===== src/rtl/i2c_ram_pkg.sv =====
// Shared definitions for the I2C/menu RAM arbiter: default widths, FSM encoding
// and requester IDs.
package i2c_ram_pkg;

  localparam int ADDR_W_DEF = 5;
  localparam int DATA_W_DEF = 8;

  typedef enum logic [1:0] {
    ST_IDLE      = 2'd0,
    ST_ACCESS    = 2'd1,
    ST_READ_WAIT = 2'd2,
    ST_CLEAR     = 2'd3
  } state_e;

  typedef enum logic [1:0] {
    REQ_NONE  = 2'd0,
    REQ_I2C   = 2'd1,
    REQ_MENU  = 2'd2,
    REQ_CLEAR = 2'd3
  } req_id_e;

endpackage


===== src/rtl/i2c_ram_arb_select.sv =====
// Priority pick (clear > I2C > menu, menu forced after MENU_MAX_WAIT I2C wins)
// and the registered menu starvation counter.
module i2c_ram_arb_select
  import i2c_ram_pkg::*;
#(
  parameter int MENU_MAX_WAIT = 4,
  parameter int CW            = $clog2(MENU_MAX_WAIT + 1)
)(
  input  logic    clk,
  input  logic    reset,
  input  logic    arb_en,
  input  logic    i2c_req,
  input  logic    menu_req,
  input  logic    clear_pend,
  output logic    grant_valid,
  output req_id_e grant_id
);

  logic [CW-1:0] starve_q, starve_d;
  logic          starve_max;

  assign starve_max = (starve_q == MENU_MAX_WAIT[CW-1:0]);

  always_comb begin
    grant_id = REQ_NONE;
    if (clear_pend)                  grant_id = REQ_CLEAR;
    else if (menu_req && starve_max) grant_id = REQ_MENU;
    else if (i2c_req)                grant_id = REQ_I2C;
    else if (menu_req)               grant_id = REQ_MENU;
    grant_valid = arb_en && (grant_id != REQ_NONE);
  end

  // Counts I2C wins that overtook a waiting menu request; saturates at the limit.
  always_comb begin
    starve_d = starve_q;
    if (!menu_req)
      starve_d = '0;
    else if (grant_valid && grant_id == REQ_MENU)
      starve_d = '0;
    else if (grant_valid && grant_id == REQ_I2C && !starve_max)
      starve_d = starve_q + 1'b1;
  end

  always_ff @(posedge clk) begin
    if (!reset) starve_q <= '0;
    else        starve_q <= starve_d;
  end

endmodule


===== src/rtl/i2c_ram_arbiter.sv =====
// Two-requester arbiter for a shared single-port RAM, with optional whole-RAM
// clear sweep enabled by defining RAM_ARB_CLEAR_EN.
// Handshake: a side holds req and its fields until ack; ack pulses one cycle in
// ACCESS, a read's rvalid pulses two cycles later; req still high after ack is a new request.
module i2c_ram_arbiter
  import i2c_ram_pkg::*;
#(
  parameter int ADDR_W        = ADDR_W_DEF,
  parameter int DATA_W        = DATA_W_DEF,
  parameter int MENU_MAX_WAIT = 4
)(
  input  logic              clk,
  input  logic              reset,
  input  logic              i2c_req,
  input  logic              i2c_we,
  input  logic [ADDR_W-1:0] i2c_addr,
  input  logic [DATA_W-1:0] i2c_wdata,
  output logic              i2c_ack,
  output logic [DATA_W-1:0] i2c_rdata,
  output logic              i2c_rvalid,
  input  logic              menu_req,
  input  logic              menu_we,
  input  logic [ADDR_W-1:0] menu_addr,
  input  logic [DATA_W-1:0] menu_wdata,
  output logic              menu_ack,
  output logic [DATA_W-1:0] menu_rdata,
  output logic              menu_rvalid,
`ifdef RAM_ARB_CLEAR_EN
  input  logic              clear_req,
`endif
  output logic              clear_busy,
  output logic [ADDR_W-1:0] ram_addr,
  output logic [DATA_W-1:0] ram_din,
  output logic              ram_we,
  input  logic [DATA_W-1:0] ram_dout,
  output state_e            dbg_state
);

  state_e            state_q, state_d;
  logic              lat_we_q, lat_we_d;
  logic [ADDR_W-1:0] lat_addr_q, lat_addr_d;
  logic [DATA_W-1:0] lat_wdata_q, lat_wdata_d;
  req_id_e           lat_id_q, lat_id_d;
  logic              i2c_rvalid_q, menu_rvalid_q;
  logic [DATA_W-1:0] i2c_rdata_q, menu_rdata_q;
  logic              grant_valid;
  req_id_e           grant_id;
  logic              clr_pend;
  logic              rd_done_i2c, rd_done_menu;

  i2c_ram_arb_select #(.MENU_MAX_WAIT(MENU_MAX_WAIT)) u_select (
    .clk         (clk),
    .reset       (reset),
    .arb_en      (state_q == ST_IDLE),
    .i2c_req     (i2c_req),
    .menu_req    (menu_req),
    .clear_pend  (clr_pend),
    .grant_valid (grant_valid),
    .grant_id    (grant_id)
  );

`ifdef RAM_ARB_CLEAR_EN
  logic              clr_pend_q;
  logic [ADDR_W-1:0] clr_addr_q;
  logic              clr_last;

  assign clr_last = (state_q == ST_CLEAR) && (clr_addr_q == '1);
  assign clr_pend = clr_pend_q;

  always_ff @(posedge clk) begin
    if (!reset) begin
      clr_pend_q <= 1'b0;
      clr_addr_q <= '0;
    end else begin
      if (clr_last)                               clr_pend_q <= 1'b0;
      else if (clear_req && state_q != ST_CLEAR)  clr_pend_q <= 1'b1;
      clr_addr_q <= (state_q == ST_CLEAR) ? clr_addr_q + 1'b1 : '0;
    end
  end
`else
  assign clr_pend = 1'b0;
`endif

  always_comb begin
    state_d     = state_q;
    lat_we_d    = lat_we_q;
    lat_addr_d  = lat_addr_q;
    lat_wdata_d = lat_wdata_q;
    lat_id_d    = lat_id_q;
    case (state_q)
      ST_IDLE: begin
        if (grant_valid) begin
          case (grant_id)
            REQ_I2C: begin
              state_d     = ST_ACCESS;
              lat_we_d    = i2c_we;
              lat_addr_d  = i2c_addr;
              lat_wdata_d = i2c_wdata;
              lat_id_d    = REQ_I2C;
            end
            REQ_MENU: begin
              state_d     = ST_ACCESS;
              lat_we_d    = menu_we;
              lat_addr_d  = menu_addr;
              lat_wdata_d = menu_wdata;
              lat_id_d    = REQ_MENU;
            end
`ifdef RAM_ARB_CLEAR_EN
            REQ_CLEAR: state_d = ST_CLEAR;
`endif
            default: state_d = ST_IDLE;
          endcase
        end
      end
      ST_ACCESS:    state_d = lat_we_q ? ST_IDLE : ST_READ_WAIT;
      ST_READ_WAIT: state_d = ST_IDLE;
`ifdef RAM_ARB_CLEAR_EN
      ST_CLEAR:     if (clr_last) state_d = ST_IDLE;
`endif
      default:      state_d = ST_IDLE;
    endcase
  end

  // Outputs are gated by reset so an aborted access shows no ack or write.
  always_comb begin
    ram_addr   = '0;
    ram_din    = '0;
    ram_we     = 1'b0;
    i2c_ack    = 1'b0;
    menu_ack   = 1'b0;
    clear_busy = 1'b0;
    if (state_q == ST_ACCESS) begin
      ram_addr = lat_addr_q;
      ram_din  = lat_wdata_q;
      ram_we   = lat_we_q && reset;
      i2c_ack  = (lat_id_q == REQ_I2C) && reset;
      menu_ack = (lat_id_q == REQ_MENU) && reset;
    end
`ifdef RAM_ARB_CLEAR_EN
    if (state_q == ST_CLEAR) begin
      ram_addr   = clr_addr_q;
      ram_we     = reset;
      clear_busy = 1'b1;
    end
`endif
  end

  assign rd_done_i2c  = (state_q == ST_READ_WAIT) && (lat_id_q == REQ_I2C);
  assign rd_done_menu = (state_q == ST_READ_WAIT) && (lat_id_q == REQ_MENU);

  always_ff @(posedge clk) begin
    if (!reset) begin
      state_q       <= ST_IDLE;
      lat_we_q      <= 1'b0;
      lat_addr_q    <= '0;
      lat_wdata_q   <= '0;
      lat_id_q      <= REQ_NONE;
      i2c_rvalid_q  <= 1'b0;
      menu_rvalid_q <= 1'b0;
      i2c_rdata_q   <= '0;
      menu_rdata_q  <= '0;
    end else begin
      state_q       <= state_d;
      lat_we_q      <= lat_we_d;
      lat_addr_q    <= lat_addr_d;
      lat_wdata_q   <= lat_wdata_d;
      lat_id_q      <= lat_id_d;
      i2c_rvalid_q  <= rd_done_i2c;
      menu_rvalid_q <= rd_done_menu;
      if (rd_done_i2c)  i2c_rdata_q  <= ram_dout;
      if (rd_done_menu) menu_rdata_q <= ram_dout;
    end
  end

  assign i2c_rvalid  = i2c_rvalid_q;
  assign menu_rvalid = menu_rvalid_q;
  assign i2c_rdata   = i2c_rdata_q;
  assign menu_rdata  = menu_rdata_q;
  assign dbg_state   = state_q;

endmodule

===== config.mk =====
export PLATFORM = sky130hd
export DESIGN_NAME = i2c_ram_arbiter
export DESIGN_NICKNAME = d
export VERILOG_FILES = /design/src/rtl/i2c_ram_pkg.sv /design/src/rtl/i2c_ram_arb_select.sv /design/src/rtl/i2c_ram_arbiter.sv
export SDC_FILE = /design/constraint.sdc
export NUM_CORES = 1
export LEC_CHECK = 0
export CORE_ASPECT_RATIO = 2
export CORE_MARGIN = 5
export CORE_UTILIZATION = 40
export DETAILED_ROUTE_END_ITERATION = 10
export HOLD_SLACK_MARGIN = 0.02
export PLACE_DENSITY = 0.8
export SLEW_MARGIN = 40
export SYNTH_ARGS = -nofsm -noshare
export SYNTH_HDL_FRONTEND = slang
export SYNTH_SLANG_ARGS = --single-unit
export TNS_END_PERCENT = 1

===== constraint.sdc =====
create_clock -name clk -period 1.9 [get_ports clk]
set_clock_uncertainty 0.1 [all_clocks]
set_input_delay 0.19 -clock clk [delete_from_list [all_inputs] [get_ports clk]]
set_output_delay 0.19 -clock clk [all_outputs]
set_load 0.02 [all_outputs]

**After elaboration in Yosys (flattened, before gate mapping)**

Cells that the tools add are included.

- Register bits: 39
- Bits in latches: 0
- RAM bits: 0
- ROM bits: 0
- Bits of input ports: 40
- Output and inout port bits: 37
- Logic and storage cells: 54
- Memories kept: 0

- $add $sub $neg: 1
- Multiply operators: 0
- Div/mod/pow operators: 0
- Magnitude comparators: 0
- Eq/ne operators: 8
- Shifts and indexed selects: 0
- Multiplexer cells: 16
- Bitwise logic cells: 2
- Reductions and logical operators: 17

Operators by type and width:

| operator | number |
|---|---|
| 8-bit one-hot mux with 2 select lines | 1 |
| 1-bit logical AND | 10 |
| 2-bit two-way mux | 5 |
| 5-bit one-hot mux with 2 select lines | 1 |
| 8-bit two-way mux | 1 |
| 2-bit one-hot mux with 2 select lines | 2 |
| 2-bit by 1-bit equality test with 1-bit output (second input constant) | 3 |
| 2-bit equality test (second input constant) | 3 |
| 5-bit two-way mux | 1 |
| 1-bit two-way mux | 4 |
| 2-bit nonzero test | 2 |
| 3-bit by 1-bit adder with 3-bit output (second input constant) | 1 |
| 3-bit equality test (second input constant) | 1 |
| 3-bit AND reduction | 1 |
| 3-bit OR reduction | 1 |
| 2-bit zero test | 1 |
| 2-bit != test (second input constant) | 1 |
| 1-bit inverter | 2 |
| 1-bit one-hot mux with 2 select lines | 1 |
| 2-bit OR reduction | 1 |
| 1-bit zero test | 1 |

**Logic depth before layout (Yosys ltp)**

- Depth in word-level cells: 8
- Mapped depth: 7
- Gate-level depth less buffers: 5

**By module**

A second synthesis with hierarchy kept.

- Cells, all modules: 182
- Area, all modules: 1844.3 µm²

Modules (own cells, without submodules):

| module | times used | cells an instance | area each (µm²) | seq. area each (µm²) |
|---|---|---|---|---|
| i2c_ram_arbiter | 1 | 156 | 1637.8 | 720.7 |
| i2c_ram_arb_select | 1 | 26 | 206.4 | 60.1 |

**Least setup slack after synthesis**

OpenSTA, ideal clock, no wires.

- Path type: register -> output
- Start: register state_q[0] (netlist: dbg_state[0])
- End: output i2c_ack
- Arrival time: 1451 ps
- Required time: 1610 ps
- Path slack: 159 ps
- Stages on the path, launching flop included: 4
- Path buffers: 0
- Cells stage by stage: dfxtp_1 and2b_1 nand2_1 nor3b_1

- Word-level cells in the longest chain between the ends: 2

RTL lines:

| element | RTL line | source |
|---|---|---|
| start: declaration | i2c_ram_arbiter.sv:39 | `state_e state_q, state_d;` |
| start signal: assignment | i2c_ram_arbiter.sv:163 | `state_q <= state_d;` |
| 2-bit by 1-bit equality test with 1-bit output | i2c_ram_arbiter.sv:132 | `if (state_q == ST_ACCESS) begin` |
| 1-bit two-way mux | i2c_ram_arbiter.sv:132 |  |
| end: declaration | i2c_ram_arbiter.sv:18 | `output logic i2c_ack,` |

No other way between the ends.

**Worst setup path after layout**

- Start: register state_q[1] (netlist: dbg_state[1])
- End: output i2c_ack

The elaborated chain is that of the path after synthesis.

==> impl_metrics.env <==
export IMPL_run_status="finished clean"
export IMPL_timing_setup_critical_path_class="reg -> out"
export IMPL_ir_drop_mv=0.579
export IMPL_post_cts_setup_buffers=0
export IMPL_drc=0
export IMPL_dp_cells=321
export IMPL_maximum_number_of_pins_on_one_net_before_global_route_repair=22
export IMPL_worst_slew_pin_slew_ps=625
export IMPL_fmax_ghz=0.567
export IMPL_antenna_cells_inserted=0
export IMPL_routabilityCongestion=0.771
export IMPL_p_per_area_nw_per_um2=662
export IMPL_fp_dieH_um=104
export IMPL_worst_slack_placed_ps=-119
export IMPL_tritoncts="done"
export IMPL_wire_length_of_the_first_global_routing_pass_mm=8.18
export IMPL_num_vias=1714
export IMPL_route_final_wire_length_mm=4.91
export IMPL_buffer_ports_inserted=75
export IMPL_power_leakage_nw=0.998
export IMPL_routed_wire_length_per_instance_um=14.9
export IMPL_finalWorstSetupSlack_ps=136
export IMPL_report_final_slew_viol_count=0
export IMPL_start_util_pct=40.8
export IMPL_design_die_area_um2=5890
export IMPL_cp_data_required_time_ps=1610
export IMPL_max_clock_path_buffers=2
export IMPL_synth_top_cell_area_share_pct=44.5
export IMPL_hpwlAfterDp_mm=3.67
export IMPL_post_cts_sizing_count=16
export IMPL_gr_usage_all_layers_pct=16.8
export IMPL_cts_sinks=39
export IMPL_die_w_um=56.8
export IMPL_relSlewSlack_pct=58.3
export IMPL_clk_insertion_delay_late_ps=290
export IMPL_critical_path_max_fanout=3
export IMPL_setup_repair_after_global_routing_missed_its_margin="no"
export IMPL_clock_root_buffer="clkbuf_8"
export IMPL_cts_hold_repair_buffers=0
export IMPL_maxCapViolations=0
export IMPL_layout_filler_cells=392
export IMPL_min_period_over_period_pct=92.8
export IMPL_post_synth_cell_area_avg_um2=8.90
export IMPL_gr_total_overflow=0
export IMPL_drt_iter0_drc=33
export IMPL_core_region_area_um2=4300
export IMPL_seq_total_area_yosys_pct=44.5
export IMPL_synth_ff_latch_count=39
export IMPL_hold_viol=0
export IMPL_synth_top_cells_by_area="dfxtp_1 45%, mux2i_1 9.1%, nand3_1 8.8%"
export IMPL_initial_antenna_violation_count=0
export IMPL_worst_setup_hold_path_clk_slew_ps=70
export IMPL_synth_lib_cells_used_distinct=29
export IMPL_critPathCaptureType="output port"
export IMPL_via_per_inst=5.21
export IMPL_syn_nets=239
export IMPL_yosys_warnings=0
export IMPL_first_global_vias=1726
export IMPL_finalNonFillerCells=329
export IMPL_detail_route_first_pass_iterations=4
export IMPL_nNetsFinal=316
export IMPL_flow_area_growth_from_synthesis_pct=49.6
export IMPL_route_antenna_remaining_nets=0
export IMPL_worst_hold_path_type="reg -> reg"
export IMPL_total_setup_violations_reported_at_the_end_of_the_flow=0
export IMPL_yosys_area_top_type="dfxtp_1"
export IMPL_utilization_pct=61.1
export IMPL_timing_critical_path_from_type="register"
export IMPL_post_route_cells_drive_above_1_share_pct=8.36
export IMPL_worst_ep_arrival_time_ps=1470
export IMPL_io_pins=77
export IMPL_fin_crit_ps=1760
export IMPL_synth_cell_area_um2=1750
export IMPL_cts_bufs_inserted=5
export IMPL_num_rows=34
export IMPL_instance_count_of_the_mapped_netlist=197
export IMPL_h_tree_depth=2
==> synthesized netlist by cell type <==
master,count
and2b_1,1
nor3_1,1
o21ai_0,18
o31ai_1,1
a31oi_1,14
nor3b_4,2
buf_6,3
clkbuf_1,5
buf_2,4
nand2_1,3
mux2i_1,16
and3_1,1
clkbuf_2,1
a21oi_1,5
nand3_1,31
nor2_1,19
nor3b_1,2
or2_1,1
and4bb_2,2
ha_1,2
conb_1,1
buf_4,2
nand3b_1,1
inv_1,4
o211ai_1,1
dfxtp_1,39
a21boi_0,1
and2_1,15
a21bo_2,1
==> path summary, 6_finish.rpt <==
kind	startpoint	depth (start not counted)	endpoint	slack, ps
max	dbg_state[1]	4	i2c_ack	140
min	lat_we_q	1	dbg_state[1]	370
max reg2reg	dbg_state[1]	4	u_select.starve_q[2]	300
min reg2reg	lat_we_q	1	dbg_state[1]	370
==> per-stage QoR <==
step | area [um^2] | setup TNS (ps) | hold slack, ps | total power, mW
2_1_floorplan | 1750 | 0 | 212 | 1.05
3_3_place_gp | 2550 | -138 | 334 | 1.21
3_5_place_dp | 2550 | -248 | 348 | 1.21
4_1_cts | 2620 | 0 | 359 | 1.76
5_1_grt | 2630 | 0 | 374 | 1.82
6_report | 2630 | 0 | 365 | 1.74
==> report_power, final <==
part	switching, mW	internal [mW]	total (mW)	leakage, nW
Clock	0.298	0.255	0.553	0.0402
Sequential	0.0191	0.852	0.872	0.318
Combinational	0.154	0.159	0.313	0.640
==> per-layer routing <==
| layer | vias to the layer above | wire [um] | GRT usage [%] |
|---|---|---|---|
| met5 | - | 0 | 0 |
| met4 | 0 | 133 | 6.47 |
| met3 | 14 | 267 | 4.61 |
| met2 | 61 | 2670 | 30.8 |
| met1 | 797 | 1840 | 17.6 |
| li1 | 842 | - | - |
==> cells in the final DEF (no fill, tap or decap), drive strengths merged, types with 5 or more instances in the layout <==
| cell | synthesis | routed |
|---|---|---|
| clkdlybuf4s50 | 0 | 59 |
| dfxtp | 39 | 39 |
| nand3 | 31 | 31 |
| nor2 | 19 | 19 |
| o21ai | 18 | 18 |
| mux2i | 16 | 16 |
| and2 | 15 | 15 |
| dlygate4sd2 | 0 | 15 |
| a31oi | 14 | 14 |
| buf | 9 | 10 |
| a21oi | 5 | 5 |
| clkbuf | 6 | 5 |
==> registers in the layout, indices dropped and copies added, names as in the netlist <==
signal / cells
dbg_state: 2
i2c_rdata: 8
i2c_rvalid: 1
lat_addr_q: 5
lat_id_q: 2
lat_wdata_q: 8
lat_we_q: 1
menu_rdata: 8
menu_rvalid: 1
u_select.starve_q: 3
==> layout make-up <==
type,count,area [um^2],share of cell area [%]
multi-input cells,139,866,33.0
well taps,54,67.6,2.57
inverters,4,15.0,0.572
flip-flops and latches,39,781,29.7
clock buffers,5,68.8,2.62
clock inverters,3,20.0,0.763
repair buffers,85,807,30.7
==> logic make-up after synthesis <==
group,share of synthesized area (%)
simple gates,25.2
other cells,0.214
mux,9.13
buf+inv,6.13
fa+ha+maj,1.43
compound gates,13.4
flops,44.5
==> worst max-delay path: stages (launching register included) <==
cell and delay, ps:
dfxtp_1 310, and2b_1 220, nand2_1 110, nor3b_1 220, clkdlybuf4s15_1 330
No activity file was read; power rests on OpenSTA's default activity.
